$ cat src/rtl/mul_sequencer_pkg.sv
`default_nettype none
// ============================================================================
// Module      : mul_sequencer_pkg
// Description : Shared execute-stage encodings: ALU EXE_CMD values, status
//               register bit positions and the multiply sequencer states.
// Revision    : 1.0 - initial release
// ============================================================================
package mul_sequencer_pkg;

    // ALU command encodings (EXE_CMD)
    localparam logic [3:0] c_exe_nop = 4'b0000;
    localparam logic [3:0] c_exe_mov = 4'b0001;
    localparam logic [3:0] c_exe_mvn = 4'b1001;
    localparam logic [3:0] c_exe_add = 4'b0010;
    localparam logic [3:0] c_exe_adc = 4'b0011;
    localparam logic [3:0] c_exe_sub = 4'b0100;
    localparam logic [3:0] c_exe_sbc = 4'b0101;
    localparam logic [3:0] c_exe_and = 4'b0110;
    localparam logic [3:0] c_exe_orr = 4'b0111;
    localparam logic [3:0] c_exe_eor = 4'b1000;

    // Bit positions inside the {N,Z,C,V} status nibble
    localparam int c_sr_n = 3;
    localparam int c_sr_z = 2;
    localparam int c_sr_c = 1;
    localparam int c_sr_v = 0;

    // Mask of the status bits a multiply passes through untouched (C and V)
    localparam logic [3:0] c_sr_cv_mask = 4'b0011;

    // Sequencer states, explicitly encoded
    typedef enum logic [1:0] {
        c_st_idle = 2'd0,
        c_st_iter = 2'd1,
        c_st_done = 2'd2
    } mul_state_t;

endpackage : mul_sequencer_pkg
`default_nettype wire

$ cat src/rtl/mul_sequencer.sv
`default_nettype none
// ============================================================================
// Module      : mul_sequencer
// Description : Multi-cycle MUL/MLA sequencer. Computes op_a*op_b (+op_acc)
//               by shift-and-add, borrowing the shared ALU for one ADD per
//               multiplier bit, then reports the product and N/Z update.
// Revision    : 1.0 - initial release
// ============================================================================
module mul_sequencer
    import mul_sequencer_pkg::*;
#(
    parameter int WIDTH = 32
) (
    input  logic             clk,
    input  logic             rst_n,
    input  logic             start,
    input  logic             accumulate,
    input  logic             set_flags,
    input  logic             flush,
    input  logic [WIDTH-1:0] op_a,
    input  logic [WIDTH-1:0] op_b,
    input  logic [WIDTH-1:0] op_acc,
    input  logic [3:0]       SR_in,
    input  logic [WIDTH-1:0] alu_result,
    output logic             busy,
    output logic [3:0]       alu_cmd,
    output logic [WIDTH-1:0] alu_val1,
    output logic [WIDTH-1:0] alu_val2,
    output logic             done,
    output logic [WIDTH-1:0] result,
    output logic [3:0]       status,
    output logic             status_we
);

    mul_state_t       r_state;
    mul_state_t       w_next_state;
    logic [WIDTH-1:0] r_mcand;
    logic [WIDTH-1:0] r_mplier;
    logic [WIDTH-1:0] r_acc;
    logic             r_set_flags;

    // Multiplier after this cycle's shift; zero means no more partial products
    logic [WIDTH-1:0] w_mplier_shifted;
    // A new operation is accepted only from IDLE and never alongside a flush
    logic             w_accept;
    // Status with fresh N/Z and C/V passed straight through from SR_in
    logic [3:0]       w_status;

    assign w_mplier_shifted = r_mplier >> 1;
    assign w_accept         = (r_state == c_st_idle) && start && !flush;
    assign w_status         = {r_acc[WIDTH-1], (r_acc == '0), 2'b00}
                            | (SR_in & c_sr_cv_mask);

    // State register with synchronous active-low reset
    always_ff @(posedge clk) begin
        if (!rst_n) begin
            r_state <= c_st_idle;
        end else begin
            r_state <= w_next_state;
        end
    end

    // Next-state logic; flush overrides everything, including a start in IDLE
    always_comb begin
        w_next_state = r_state;
        if (flush) begin
            w_next_state = c_st_idle;
        end else begin
            case (r_state)
                c_st_idle: begin
                    if (start) begin
                        w_next_state = (op_b == '0) ? c_st_done : c_st_iter;
                    end
                end
                c_st_iter: begin
                    if (w_mplier_shifted == '0) begin
                        w_next_state = c_st_done;
                    end
                end
                c_st_done: begin
                    w_next_state = c_st_idle;
                end
                default: begin
                    w_next_state = c_st_idle;
                end
            endcase
        end
    end

    // Operand latch on accept, then one shift-and-add step per ITER cycle
    always_ff @(posedge clk) begin
        if (!rst_n) begin
            r_mcand     <= '0;
            r_mplier    <= '0;
            r_acc       <= '0;
            r_set_flags <= 1'b0;
        end else if (w_accept) begin
            r_mcand     <= op_a;
            r_mplier    <= op_b;
            r_acc       <= accumulate ? op_acc : '0;
            r_set_flags <= set_flags;
        end else if ((r_state == c_st_iter) && !flush) begin
            // Bits shifted out of the multiplicand are dropped (mod 2^WIDTH)
            r_acc    <= alu_result;
            r_mcand  <= r_mcand << 1;
            r_mplier <= w_mplier_shifted;
        end
    end

    // Output decode; done/status_we are masked by flush in the DONE cycle
    always_comb begin
        busy      = 1'b0;
        alu_cmd   = c_exe_nop;
        alu_val1  = '0;
        alu_val2  = '0;
        done      = 1'b0;
        result    = '0;
        status    = 4'b0000;
        status_we = 1'b0;
        case (r_state)
            c_st_iter: begin
                busy     = 1'b1;
                alu_cmd  = c_exe_add;
                alu_val1 = r_acc;
                alu_val2 = r_mplier[0] ? r_mcand : '0;
            end
            c_st_done: begin
                busy      = 1'b1;
                done      = !flush;
                result    = r_acc;
                status    = w_status;
                status_we = !flush && r_set_flags;
            end
            default: begin
                busy = 1'b0;
            end
        endcase
    end

endmodule : mul_sequencer
`default_nettype wire

$ cat config.mk
export PLATFORM = sky130hd
export DESIGN_NAME = mul_sequencer
export DESIGN_NICKNAME = d
export VERILOG_FILES = /design/src/rtl/mul_sequencer_pkg.sv /design/src/rtl/mul_sequencer.sv
export SDC_FILE = /design/constraint.sdc
export NUM_CORES = 1
export LEC_CHECK = 0
export ABC_AREA = 1
export CAP_MARGIN = 20
export CORE_ASPECT_RATIO = 1.5
export CORE_MARGIN = 10
export CORE_UTILIZATION = 58
export CTS_CLUSTER_SIZE = 8
export DETAILED_ROUTE_END_ITERATION = 6
export DONT_BUFFER_PORTS = 1
export PLACE_DENSITY = 0.74
export REMOVE_ABC_BUFFERS = 1
export SLEW_MARGIN = 20
export SYNTH_ARGS = -nofsm -noshare
export SYNTH_HDL_FRONTEND = slang
export SYNTH_SLANG_ARGS = --single-unit
$ cat constraint.sdc
create_clock -name clk -period 1.6 [get_ports clk]
set_clock_uncertainty 0.15 [all_clocks]
set_input_delay 0.16 -clock clk [delete_from_list [all_inputs] [get_ports clk]]
set_output_delay 0.16 -clock clk [all_outputs]
set_load 0.02 [all_outputs]
==> results of run 1 <==
-- timing repair --
action	CTS
pin swaps	67
hold buffers	7
setup buffers	33
setup endpoints to repair	201
cloned	25
resized for setup	428
endpoints found under the hold margin	99
-- stage by stage --
| step | cell area (sq um) | worst slack (ns) | setup TNS (ns) |
|---|---|---|---|
| 4_1_cts | 9390 | -0.320 | -39.86 |
| 3_3_place_gp | 6680 | -0.0864 | -6.19 |
| 2_1_floorplan | 5660 | -1.77 | -194.31 |
| 3_5_place_dp | 6680 | -0.137 | -9.76 |
-- logic make-up after synthesis --
family | Yosys count | synth area share
adders and majority gates | 3 | 0.00625
other | 1 | 0.000624
DFF | 99 | 0.330
buffers and inverters | 291 | 0.197
and+or+nand+nor | 533 | 0.378
AOI/OAI and AO/OA | 89 | 0.0883
-- synth_stat cells (all sizes together) --
cell type / number
o21ai: 2
dfxtp: 99
buf: 47
nor4b: 1
ha: 3
a21oi: 37
o211ai: 16
nor4: 1
o22ai: 33
nand4: 3
conb: 1
nor3: 32
inv: 220
clkbuf: 24
nand2: 264
nand3: 143
nor2: 89
o311ai: 1
==> results.md, run 1 <==
- Status: did not finish
- Exit stage: 5_1_grt
- First Error: [ERROR DPL-0038] Utilization greater than 100%, impossible to legalize
- GP Congestion: 0.859
- Port-buffer cells: 0
- WEP type: register data pin
- Syn Inst Count: 1016
- Mapped cell area: 6010 sq um
- Placed Cells incl. Taps: 1161
- Row cnt: 45
- Synth warn: 0
- Ranking of synthesized cells by area: dfxtp_1 33%, nand2_1 16%, inv_1 13%
- Largest net degree at the start of global routing: 97
- Post-GRT worst EP: r_mcand[30]$_SDFFE_PN0P_/D
- Root Driver: clkbuf_16
- Die span in y: 145 um
- #FFs+latches synth: 99
- Die X: 103 um
- H-tree levels: 3
- Initial core utilization: 0.593
- CTS buffer count: 9
- Syn_area_per_cell: 5.91 sq um
- Post-synthesis sequential area ratio: 0.330
- Sink Count: 99
- Share of the synthesized area in the top cell type: 0.330
- Ports: 245
- Netlist cell types: 24
- Largest area contributor in the netlist: dfxtp_1
- Clock Tree Buf Depth: 2
- Detailed Place HPWL: 13.9 mm
==> inputs of run 2 (changes only) <==
Settings changed: CORE_ASPECT_RATIO 1.5 to default, CORE_UTILIZATION 58 to 40, CTS_CLUSTER_SIZE 8 to default, PLACE_DENSITY 0.74 to default, PLACE_DENSITY_LB_ADDON from default to 0.15.
Clock period 1.6 ns to 2.1 ns, I/O delays scaled along.
==> results.md, run 2 <==
- Post-Place Worst Slack: 0.112 ns (+0.249 ns)
- Die Area: 20300 sq um
- Antenna-violating nets left: 0
- CTS Hold Bufs: 7 (unchanged)
- Slew Limit Fails: 0
- Crit-path max cell delay: 0.35 ns
- Detailed Place HPWL: 14.0 mm (+0.23%)
- RSZ-0062 raised after global routing: yes
- Tmin final: 2.06 ns
- Min Hold Slack: -0.174 ns
- Slowest CP cell: dfxtp_2
- Post-synth top flop: dfxtp_1
- Hold Violations, Final: 95
- Status: finished with violations
- CTS tree: yes
- Post-DP Area: 6330 sq um (-5.3%)
- Req. time, crit path: 1.74 ns
- R2r setup slk: 0.16 ns
- Vias per std cell: 5.01
- Netlist cell types: 24 (unchanged)
- Post-synthesis sequential area ratio: 0.330 (unchanged)
- CP cell instances: inv_1, ha_2, nand2_1, nor3_2, nor4b_4, buf_4
- Syn Inst Count: 1016 (unchanged)
- Largest net degree at the start of global routing: 97
- Critical path launch point type: flop
- Post-synth EDFFs: 0 (unchanged)
- Initial DRT Pass Iterations: 5
- R2r endpoint: r_acc[30]
- Most frequent cells in the layout: 263 x nand2_1, 214 x inv_1, 143 x nand3_1
- Clock Tree Buf Depth: 2 (unchanged)
- GRT Util Overall: 0.188
- Routed Wire Length: 20.4 mm
- Share of the synthesized area in the top cell type: 0.330 (unchanged)
- Initial antenna violation count: 0
- Layout cell share with drive strength beyond 1: 0.106
- Critical Path End Type: primary output
- Hold wc startpoint: rst_n
- Sink Count: 99 (unchanged)
- Tightest Hold Check Type: primary input to flop
- Worst-Skew Late Latency: 0.34 ns
- Vias in the first global route: 5741
- Fmax: 0.486 GHz
- Peak VDD IR: 0.000425 V
- Post-route cell area: 6950 sq um
- Worst EP arrival: 1.70 ns
- Routed vias: 6092
- Top-count cell post-synth: nand2_1
- Final setup margin: 0.0424 ns
- Global-route wire length before repair: 31.1 mm
- DRT iter0 DRCs: 346
- Most instantiated cells after synthesis: 263 x nand2_1, 216 x inv_1, 143 x nand3_1
- Crit-path max FO: 3
- # fillers: 1618
- Max-cap viol count: 0
- Die X: 143 um (+38%)
- Critical path type: flop to primary output
- Finish-stage setup viols: 0
- Residual DRC count: 0
- Syn_area_per_cell: 5.91 sq um (unchanged)
- Ranking of synthesized cells by area: dfxtp_1 33%, nand2_1 16%, inv_1 13%
- Most common cell after layout, fill and taps aside: nand2_1
- GP Congestion: 0.784 (-8.7%)
- Worst hold stages: 2
- H-tree levels: 3 (unchanged)
- Syn-to-layout area delta: 15.7%
- FFs w/ async S/R, synth: 0 (unchanged)
- WHS Endpoint: r_acc[4]
- Fin crit share: 0.980
- Biggest regs: r_acc (32), r_mcand (32), r_mplier (32)
- Pleak: 4.00 nW
- Failing checks: negative hold slack
- Root Driver: clkbuf_16
- Grt total ovfl: 0
- Mapped cell area: 6010 sq um (unchanged)
- N_diodes: 0
- Row cnt: 44 (-2.2%)
- #FFs+latches synth: 99 (unchanged)
- FF-to-FF Start: r_state[0]
- P per Cell Area: 635 nW/um^2
- TNS Setup: 0 ns
- Die span in y: 143 um (-1.4%)
- Reg clk slew, reported paths: 0.07 ns
- CTS buffer count: 9 (unchanged)
- Avg WL per Cell: 16.7 um
- Ports: 245 (unchanged)
- Nets: 1168
- Port-buffer cells: 0 (unchanged)
- Synth warn: 0 (unchanged)
- Largest area contributor in the netlist: dfxtp_1
- Initial core utilization: 0.410 (-0.183)
- Core footprint: 14600 sq um
- Reg2reg path depth: 9
## run 2: cell counts after synthesis
Identical to the previous run, type by type.
## run 2: how the worst max path moves through the flow
| stage | start | end | cells past startpoint | slack, ns |
|---|---|---|---|---|
| floorplan | r_state[1] | r_mplier[0] | 9 | -1.27 |
| global placement | r_state[1] | r_mcand[30] | 9 | 0.14 |
| detailed placement | r_state[1] | r_mcand[3] | 9 | 0.11 |
| CTS | r_state[0] | status[2] | 6 | -0.002 |
| global route | r_state[0] | status[2] | 6 | -0.04 |
| finish | r_state[0] | status[2] | 6 | 0.04 |
## run 2: worst max-delay path: cells and delay by family (launching register included)
kind / cells / cell delay [ns]
AND/OR/NAND/NOR: 3 / 0.49
buffers and inverters: 2 / 0.29
adder cells (fa/ha/maj): 1 / 0.22
flip-flops: 1 / 0.35
## run 2: repair_timing
| item | 4_1_cts | 5_1_grt |
|---|---|---|
| gates cloned | 2 | 0 |
| endpoints found under the setup margin | 35 | 70 |
| gates resized for setup | 8 | 22 |
| pin swaps | 1 | 0 |
| endpoints found under the hold margin | 99 | 95 |
| buffers inserted | 1 | 7 |
## run 2: routing by layer
layer	track usage	wire [um]
met1	0.229	8900
met2	0.319	9650
met3	0.0521	1530
met4	0.0516	270
met5	0	0
## run 2: final cells by class
cell class                 count  area (sq um)  area share
timing repair buffer          69           639      0.0920
multi-input combinational    628          2970       0.428
clock buffer                  12           267      0.0384
inverter                     220           833       0.120
clock inverter                 4          23.8     0.00342
tap                          184           230      0.0331
sequential                    99          1980       0.286
## run 2: cells by family (layout without fill, tap and decap cells)
kind of cell | after synthesis | in the layout | synth area share
flops | 99 | 99 | 0.330
other cells | 1 | 3 | 0.000624
compound gates | 89 | 89 | 0.0883
buf+inv | 291 | 305 | 0.197
simple gates | 533 | 533 | 0.378
fa+ha+maj | 3 | 3 | 0.00625
## run 2: metrics by stage
| stage | util | total power [mW] | hold WS, ns | std cells |
|---|---|---|---|---|
| finish | 0.474 | 4.41 | -0.174 | 1216 |
| global route | 0.474 | 4.65 | -0.177 | 1216 |
| CTS | 0.465 | 4.45 | -0.187 | 1209 |
| detailed placement | 0.432 | 2.78 | 0.177 | 1183 |
| global placement | 0.432 | 2.78 | 0.174 | 1183 |
| floorplan | - | 2.57 | 0.158 | 947 |
## run 2: power breakdown
part | switching [mW] | total, mW | internal [mW]
combinational | 0.472 | 0.740 | 0.267
clock | 0.711 | 1.61 | 0.897
sequential | 0.0793 | 2.07 | 1.99
total | 1.26 | 4.41 | 3.15
Power figures use the tool's default switching activity.
